### config.mk
export PLATFORM = sky130hd
export DESIGN_NAME = sdr_wb_arbiter_2p
export DESIGN_NICKNAME = d
export VERILOG_FILES = /design/src/rtl/sdr_wb_arbiter_2p.sv
export SDC_FILE = /design/constraint.sdc
export NUM_CORES = 1
export LEC_CHECK = 0
export ABC_AREA = 1
export CORE_AREA = 2 2 118 120
export DETAILED_ROUTE_END_ITERATION = 8
export DIE_AREA = 0 0 120 122
export HOLD_SLACK_MARGIN = 0.15
export PLACE_DENSITY_LB_ADDON = 0.25
export SYNTH_ARGS = -nofsm -noshare
export SYNTH_HDL_FRONTEND = slang
export SYNTH_SLANG_ARGS = --single-unit
export TNS_END_PERCENT = 30
### constraint.sdc
create_clock -name clk -period 2.2 [get_ports clk]
set_clock_uncertainty 0.2 [all_clocks]
set_input_delay 0.33 -clock clk [delete_from_list [all_inputs] [get_ports clk]]
set_output_delay 0.33 -clock clk [all_outputs]
set_load 0.02 [all_outputs]
### src/rtl/sdr_wb_arbiter_2p.sv
// Two-master round-robin Wishbone arbiter in front of a single SDRAM controller slave port.
// The grant is registered; the selected master's bus is passed through combinationally.
module sdr_wb_arbiter_2p #(
    parameter int unsigned ADR_W = 22,
    parameter int unsigned DAT_W = 32
) (
    input  logic             clk,
    input  logic             rst,

    input  logic [DAT_W-1:0] m0_dat_i,
    input  logic [ADR_W-1:0] m0_adr_i,
    input  logic [3:0]       m0_sel_i,
    input  logic [2:0]       m0_cti_i,
    input  logic [1:0]       m0_bte_i,
    input  logic             m0_we_i,
    input  logic             m0_cyc_i,
    input  logic             m0_stb_i,
    output logic [DAT_W-1:0] m0_dat_o,
    output logic             m0_ack_o,

    input  logic [DAT_W-1:0] m1_dat_i,
    input  logic [ADR_W-1:0] m1_adr_i,
    input  logic [3:0]       m1_sel_i,
    input  logic [2:0]       m1_cti_i,
    input  logic [1:0]       m1_bte_i,
    input  logic             m1_we_i,
    input  logic             m1_cyc_i,
    input  logic             m1_stb_i,
    output logic [DAT_W-1:0] m1_dat_o,
    output logic             m1_ack_o,

    output logic [DAT_W-1:0] s_dat_o,
    output logic [ADR_W-1:0] s_adr_o,
    output logic [3:0]       s_sel_o,
    output logic [2:0]       s_cti_o,
    output logic [1:0]       s_bte_o,
    output logic             s_we_o,
    output logic             s_cyc_o,
    output logic             s_stb_o,
    input  logic [DAT_W-1:0] s_dat_i,
    input  logic             s_ack_i,

    output logic [1:0]       gnt_o
);

    typedef enum logic [1:0] {
        IDLE = 2'd0,
        GNT0 = 2'd1,
        GNT1 = 2'd2
    } state_e;

    state_e      state_q, state_d;
    logic        last_q, last_d;   // 1: master 1 was served most recently
    logic [1:0]  gnt_q, gnt_d;

    logic req0, req1;
    logic end0, end1;

    assign req0 = m0_cyc_i & m0_stb_i;
    assign req1 = m1_cyc_i & m1_stb_i;

    // Classic cycle or end-of-burst marks the last beat of a transfer
    assign end0 = (m0_cti_i == 3'b000) || (m0_cti_i == 3'b111);
    assign end1 = (m1_cti_i == 3'b000) || (m1_cti_i == 3'b111);

    assign m0_ack_o = s_ack_i & (state_q == GNT0);
    assign m1_ack_o = s_ack_i & (state_q == GNT1);
    assign m0_dat_o = s_dat_i;
    assign m1_dat_o = s_dat_i;
    assign gnt_o    = gnt_q;

    always_ff @(posedge clk or posedge rst) begin
        if (rst) begin
            state_q <= IDLE;
            last_q  <= 1'b1;
            gnt_q   <= 2'b00;
        end else begin
            state_q <= state_d;
            last_q  <= last_d;
            gnt_q   <= gnt_d;
        end
    end

    // Every release goes through IDLE so the controller always sees a cycle boundary
    always_comb begin
        state_d = state_q;
        last_d  = last_q;
        case (state_q)
            IDLE: begin
                if (req0 && (!req1 || last_q)) begin
                    state_d = GNT0;
                    last_d  = 1'b0;
                end else if (req1) begin
                    state_d = GNT1;
                    last_d  = 1'b1;
                end
            end
            GNT0: begin
                if (!m0_cyc_i || (m0_ack_o && end0)) state_d = IDLE;
            end
            GNT1: begin
                if (!m1_cyc_i || (m1_ack_o && end1)) state_d = IDLE;
            end
            default: state_d = IDLE;
        endcase
        gnt_d = {state_d == GNT1, state_d == GNT0};
    end

    // Slave-side mux; cyc/stb follow the owner's cyc so an abort drops them at once
    always_comb begin
        s_dat_o = '0;
        s_adr_o = '0;
        s_sel_o = '0;
        s_cti_o = '0;
        s_bte_o = '0;
        s_we_o  = 1'b0;
        s_cyc_o = 1'b0;
        s_stb_o = 1'b0;
        case (state_q)
            GNT0: begin
                s_dat_o = m0_dat_i;
                s_adr_o = m0_adr_i;
                s_sel_o = m0_sel_i;
                s_cti_o = m0_cti_i;
                s_bte_o = m0_bte_i;
                s_we_o  = m0_we_i;
                s_cyc_o = m0_cyc_i;
                s_stb_o = m0_stb_i & m0_cyc_i;
            end
            GNT1: begin
                s_dat_o = m1_dat_i;
                s_adr_o = m1_adr_i;
                s_sel_o = m1_sel_i;
                s_cti_o = m1_cti_i;
                s_bte_o = m1_bte_i;
                s_we_o  = m1_we_i;
                s_cyc_o = m1_cyc_i;
                s_stb_o = m1_stb_i & m1_cyc_i;
            end
            default: ;
        endcase
    end

endmodule
# ---- Word level (Yosys, flattened, before mapping)
# Index checks and enable logic that the tools add are counted.
dict set report totals {
  latch_bits 0
  input_bits 167
  reg_bits 5
  n_memories 0
  rom_bits 0
  ram_bits 0
  out_inout_bits 134
}
dict set report op_classes {
  n_addsub 0
  n_shift 0
  bitwise 4
  div 0
  mul 0
  mux 15
  eq_ne 6
  n_lt_le_gt_ge 0
  n_reduce_logical 16
}
# cell n
set ops {}
lappend ops {{32-bit case mux with 2 select lines} 1}
lappend ops {{22-bit case mux with 2 select lines} 1}
lappend ops {{2-bit two-way mux} 4}
lappend ops {{4-bit case mux with 2 select lines} 1}
lappend ops {{3-bit == test, second input constant} 2}
lappend ops {{3-bit logical NOT} 2}
lappend ops {{1-bit case mux with 2 select lines} 3}
lappend ops {{2-bit case mux with 3 select lines} 1}
lappend ops {{3-bit case mux with 2 select lines} 1}
lappend ops {{1-bit logical OR} 5}
lappend ops {{1-bit bitwise AND} 4}
lappend ops {{2-bit by 1-bit == test with 1-bit output, second input constant} 2}
lappend ops {{2-bit == test, second input constant} 2}
lappend ops {{2-bit case mux with 2 select lines} 1}
lappend ops {{1-bit logical AND} 3}
lappend ops {{1-bit logical NOT} 3}
lappend ops {{2-bit logical NOT} 1}
lappend ops {{1-bit two-way mux} 2}
lappend ops {{2-bit AND reduction} 1}
lappend ops {{2-bit nonzero test} 1}

# ---- Depth between registers and ports, before layout
# Gate-level depths: netlist of the first run.
dict set report logic_depth {
  depth_word 7
  depth_mapped 11
  ltp_nobuf 11
}

# ---- Worst setup path after synthesis of the first run
# No wires, ideal clock.
dict set report synth_path {
  path_kind {reg2out}
  start {register state_q[1]}
  end {output s_adr_o[20]}
  stages_incl_launch_ff 7
  t_required_ns 1.670
  path_slack_ns 0.210
  arrival_time_ns 1.460
  cell_sequence {dfrtp_1 inv_1 ha_1 inv_1 buf_2 clkbuf_1 a21oi_1}
}
dict set report synth_between {
  elab_chain_cells 2
}
# element line
set synth_rtl {}
lappend synth_rtl {{start, declared} 52} ;# state_e state_q, state_d;
lappend synth_rtl {{start signal, assigned} 78} ;# state_q <= state_d;
lappend synth_rtl {{2-bit == test / 2-bit by 1-bit == test with 1-bit output (equally long branches)} 119} ;# case (state_q)
lappend synth_rtl {{22-bit case mux with 2 select lines *} 119}
lappend synth_rtl {{end, declared} 33} ;# output logic [ADR_W-1:0] s_adr_o,
# Mark *: on every way between the ends. The rest lies on a longest branch, timed or not.

# ---- Worst setup path after layout of the first run
dict set report layout_path {
  start {register state_q[0]}
  end {output m0_ack_o}
}
dict set report layout_between {
  elab_chain_cells 2
}
# element line
set layout_rtl {}
lappend layout_rtl {{2-bit by 1-bit == test with 1-bit output} 66} ;# assign m0_ack_o = s_ack_i & (state_q == GNT0);
lappend layout_rtl {{1-bit bitwise AND} 66}
lappend layout_rtl {{end, declared} 19} ;# output logic m0_ack_o,
# Every way passes these cells.

==> results of run 1 <==
-- stage by stage --
| stage | hold WS [ns] | setup TNS, ns | instance area, um^2 |
|---|---|---|---|
| after floorplan | -0.09221 | 0 | 1788 |
| after global placement | 0.3238 | -6.266 | 3692 |
| after detailed placement | 0.3255 | -7.763 | 3692 |
| after CTS | 0.3302 | -0.2424 | 3737 |
| after global routing | 0.4185 | 0 | 3532 |
| final | 0.3304 | 0 | 3532 |
-- sequential cells by signal (all words and copies together), names as in the netlist --
register / cells
last_q: 1
state_q: 2
gnt_o: 2
-- what timing repair did --
item / in CTS / in global routing
hold buffers: 1 / 0
setup endpoints to repair: 66 / 50
hold endpoints to repair: 4 / 0
cloned: 0 / 1
resized for setup: 220 / 45
setup buffers: 0 / 2
-- logic make-up (layout without fill, tap and decap cells) --
logic type               Yosys count  count (layout)
AO/OA/AOI/OAI                     75              75
adder cells (fa/ha/maj)            4               4
buffers and inverters             98             244
flip-flops                         5               5
AND/OR/NAND/NOR                  157             157
-- routing by layer --
metal  vias up  GRT usage (%)  wire length [um]
met4         0          1.838                61
li1       1294              -                 -
met2       147          20.21              4565
met3         9          2.762               884
met5         -              0                 0
met1      1124          13.04              3601
-- power by group --
part	total (mW)	switching, mW	leakage, nW	internal, mW
registers	0.165	0.0255	0.0634	0.140
clock network	0.306	0.0650	0.0382	0.241
logic	2.90	1.75	1.40	1.15
-- final cells by class --
type | instances | area [um^2] | share of cell area, %
Timing Repair Buffer | 227 | 1988 | 56.29
Multi-Input combinational cell | 236 | 1065 | 30.15
Tap cell | 180 | 225.2 | 6.376
Sequential cell | 5 | 126.4 | 3.578
Clock buffer | 4 | 78.83 | 2.232
Inverter | 13 | 48.80 | 1.382
-- cell usage in the layout, fill, tap and decap left out, types with 6 or more instances in the layout --
cell type,Yosys,final
nand2_1,149,149
a21oi_1,69,67
buf_2,17,59
buf_4,64,19
clkdlybuf4s50_1,0,136
inv_1,11,8
buf_12,0,6
-- worst paths after layout --
kind,slack [ns],to,depth (start not counted),start
min reg2reg,0.33,last_q,2,last_q
max reg2reg,0.23,gnt_o[0],13,state_q[1]
max in group asynchronous,0.89,last_q,3,rst
min in group asynchronous,0.67,state_q[0],3,rst
max,0.09,m0_ack_o,6,state_q[0]
min,0.33,last_q,2,last_q
-- tightest hold or removal path, stage by stage (launching register included) --
cell     delay, ns
dfstp_2       0.36
a21oi_1       0.11
a21oi_1       0.05
==> flow_summary.ini, run 1 <==
[placement]
dp_cells = 657
io_buffers = 204
gp_congestion = 0.7239
place.detailed.hpwl_um = 7042
dp_slack_ns = -0.2300

[power_and_ir_drop]
power_mw = 3.370
p_leak_nw = 1.502
vdd_drop_max_mv = 0.4055
p_per_area_mw_per_mm2 = 954.1

[synth]
synthSimpleGateAreaFrac_pct = 33.24
avgSynthCellArea_um2 = 5.274
synth_xor_area_share_pct = 0
synthAdderAreaFrac_pct = 2.799
synth_edf_count = 0
synth.top_cell.area_share_pct = 31.28
synth_compound_area_share_pct = 21.69
synth_top_family_by_area = buffers and inverters
synth_nets = 510
ys_top_cells_by_area = nand2_1 (31%), buf_4 (27%), a21oi_1 (19%)
syn_area_mm2 = 0.001788
yosysWarnings = 0
synth_seq_cells = 5
ys_types = 16
synth.most_common_cell = nand2_1
synth_top_cell_by_area = nand2_1
synthCells = 339
yosysSeqAreaShare_pct = 7.068
synth_common_cells = nand2_1 (149), a21oi_1 (69), buf_4 (64)
synth_ff_type = dfrtp_1
async_flop_share_pct = 100.0
synthMuxAreaShare_pct = 0

[detailed_routing]
routedWlPerCell_um = 13.70
ant_nets = 0
drtPass1Iterations = 4
drtIter0Drc = 82
viasPerCell = 3.871
drt_wl_total_um = 9113
vias = 2574
drc = 0

[floorplan]
core-area_mm2 = 0.01350
die_w_um = 120
die_h_um = 122
dieArea_mm2 = 0.01464
start_util_pct = 13.24
io_pins = 301
rows = 43

[sta]
fin_crit_sh_pct = 95.89
max_freq_ghz = 0.4740
hold_violations = 0
relSlewSlack_pct = 83.53
worst_pin_slew_ns = 0.2463
finalSetupViolations = 0
setup_slack_ns = 0.09032
slew_violations = 0
rsz0062_at_grt = no
fin_crit_ns = 2.110

[critical_path]
path_buf_inv = 4
cp_data_required_time_ns = 1.67
path_max_fanout = 9
critPathTopFamily = buffers and inverters
arrival_ns = 1.58
cpPeakStageDelay_ns = 0.39
crit_path_end_kind = output pin
path_common_cell = buf_4
worstSetupStartpointType = flop
slowest_stage = dfrtp_1
worstSetupPathType = reg -> out
path_cells = buf_4 > ha_4 > buf_4 > nand2_1 > clkinv_1 > dlygate4sd2_1

[layout]
syn_to_final_growth_pct = 97.55
diodes = 0
fin_nets = 657
fill_cells = 1569
final_util_pct = 26.16
finalNonFillerCells = 665
drive_gt1_share_pct = 21.03

[clock_network]
cts_buffer_depth = 2
cts.sinks = 5
cts_tree = yes
htreeDepth = 1
clock-root-buffer = clkbuf_16
numCtsBuffers = 3
clkLatencyLatePin_ns = 0.23
clk_pin_slew_ns = 0.03

[job]
max_cap_violations = 0

[grt]
grt-ovfl-total = 0
grt_usage_pct = 11.00
grt_max_degree = 40
grt_pass1_wl_um = 13050
antenna_found_initial = 0
grt_pass1_vias = 2522

[min_path]
hold_path_class = reg -> reg

[status]
outcome = completed
Note: power is estimated with default switching activity, not from simulation.
==> run 2, diff against run 1 <==
ABC_CLOCK_PERIOD_IN_PS = 2200   (was default)
SKIP_LAST_GASP = 1   (was default)
==> run 2 against run 1 <==
Net effect:
- critical endpoint is now s_adr_o[5]
- final cell count down 0.15%
- hold slack better by 0.00056 ns
- critical path type unchanged
- first-iteration DRC count up 18%
- flip-flop and latch count unchanged
- highest routed layer unchanged
- register-to-register slack about the same
- via count down 0.62%
- routed wire length down 0.86%
- non-clock buffer count down 1
==> flow_summary.ini, run 2 (synthesized netlist as in run 1, its figures left out) <==
[status]
outcome = completed

[clock_network]
clkLatencyLatePin_ns = 0.23
cts.sinks = 5
numCtsBuffers = 3
htreeDepth = 1
clock-root-buffer = clkbuf_16
cts_tree = yes
cts_buffer_depth = 2
clk_pin_slew_ns = 0.03

[critical_path]
cp_data_required_time_ns = 1.67
path_buf_inv = 3
path_max_fanout = 31
critPathTopFamily = buffers and inverters
worstSetupStartpointType = flop
arrival_ns = 1.66
crit_path_end_kind = output pin
worstSetupPathType = reg -> out
path_cells = inv_1 > ha_4 > buf_12 > nand2_1 > a21oi_1 > clkdlybuf4s15_1
r2r_start = state_q[1]
critPathLaunch = state_q[1]
slowest_stage = dfrtp_1
cpPeakStageDelay_ns = 0.37

[placement]
gp_congestion = 0.7239
place.detailed.hpwl_um = 7042
dp_cells = 657
io_buffers = 204

[layout]
fin_nets = 656
syn_to_final_growth_pct = 101.7
fill_cells = 1543
mostFrequentLayoutCells = nand2_1 (149), clkdlybuf4s50_1 (136), a21oi_1 (68)
final_common_cell = nand2_1
drive_gt1_share_pct = 19.01
finalNonFillerCells = 664
diodes = 0

[detailed_routing]
drc = 0
drtIter0Drc = 97
viasPerCell = 3.852
vias = 2558
routedWlPerCell_um = 13.61
drt_wl_total_um = 9035
drtPass1Iterations = 4
ant_nets = 0

[min_path]
hold_start = last_q
hold_path_class = reg -> reg

[power_and_ir_drop]
power_mw = 3.395
clkPwrFrac_pct = 9.0
pwr-share-comb_pct = 86.2
p_sw_share_pct = 54.10
p_leak_nw = 1.452
internal_power_mw = 1.559
switching_power_mw = 1.837
sequentialPowerShare_pct = 4.8
vdd_drop_max_mv = 0.4035
p_per_area_mw_per_mm2 = 941.3

[floorplan]
rows = 43
dieArea_mm2 = 0.01464
die_h_um = 122
die_w_um = 120
start_util_pct = 13.24
io_pins = 301
core-area_mm2 = 0.01350

[job]
max_cap_violations = 0

[sta]
fin_crit_sh_pct = 99.34
fin_crit_ns = 2.185
slew_violations = 0
rsz0062_at_grt = yes
finalSetupViolations = 0
relSlewSlack_pct = 83.60
max_freq_ghz = 0.4576
worst_pin_slew_ns = 0.2452
hold_violations = 0

[grt]
grt_max_degree = 40
antenna_found_initial = 0
grt_pass1_vias = 2515
grt_pass1_wl_um = 12910
grt-ovfl-total = 0
grt_usage_pct = 10.89
==> run 2: routing by layer <==
layer  part of all wire (%)  track usage, %  up-vias
li1                       -               -     1293
met3                    9.6           2.762       11
met2                     49           19.82      147
met4                   0.99           2.132        0
met1                     40           12.93     1107
met5                      0               0        -
==> run 2: timing repair <==
| action | 4_1_cts | 5_1_grt |
|---|---|---|
| setup endpoints to repair | 66 | 67 |
| hold buffers | 1 | 0 |
| gates cloned | 0 | 1 |
| gates resized for setup | 113 | 94 |
| buffers inserted | 0 | 1 |
| hold endpoints to repair | 4 | 0 |
==> run 2: layout make-up <==
| type | instances | area (um^2) | share of cell area, % |
|---|---|---|---|
| Timing Repair Buffer | 226 | 2067 | 57.30 |
| Multi-Input combinational cell | 236 | 1061 | 29.41 |
| Tap cell | 180 | 225.2 | 6.243 |
| Sequential cell | 5 | 126.4 | 3.503 |
| Clock buffer | 4 | 78.83 | 2.185 |
| Inverter | 13 | 48.80 | 1.353 |
==> run 2: path summary, 6_finish.rpt <==
kind / endpoint / slack [ns] / cells after the start
worst max register to register: gnt_o[0] / 0.23 / 13
max in group asynchronous: last_q / 0.88 / 3
worst min register to register: last_q / 0.33 / 2
worst min-delay path: last_q / 0.33 / 2
min in group asynchronous: state_q[0] / 0.67 / 3
worst max-delay path: s_adr_o[5] / 0.01 / 6
==> run 2: metrics by stage <==
step	hold slack, ns	TNS, ns	instance area, um^2	utilization [%]	setup WS (ns)
2_1_floorplan	-0.09221	0	1788	-	0.2100
3_3_place_gp	0.3238	-6.266	3692	27.34	-0.2018
3_5_place_dp	0.3255	-7.763	3692	27.34	-0.2300
4_1_cts	0.3302	-3.627	3706	27.44	-0.1577
5_1_grt	0.4185	-0.7408	3607	26.71	-0.06727
6_report	0.3309	0	3607	26.71	0.01455
==> run 2: worst reg2reg max path, cell delays in order (launching register included) <==
cell and delay (ns):
dfrtp_1 0.37, buf_4 0.15, ha_4 0.19, clkbuf_16 0.19, nand2_1 0.09, inv_2 0.04, buf_4 0.12, nand3_1 0.09
nand2_1 0.08, nand2_1 0.10, nand2_1 0.05, nand2_1 0.07, nand2_1 0.06, nor2_1 0.09
==> run 2: power groups by stage <==
stage | Clock, mW | Combinational (mW) | Sequential (mW)
2_1_floorplan | 0 | 1.72 | 0.183
3_3_place_gp | 0 | 3.13 | 0.162
3_5_place_dp | 0 | 3.14 | 0.165
4_1_cts | 0.309 | 2.94 | 0.163
5_1_grt | 0.314 | 3.23 | 0.167
6_report | 0.306 | 2.93 | 0.162
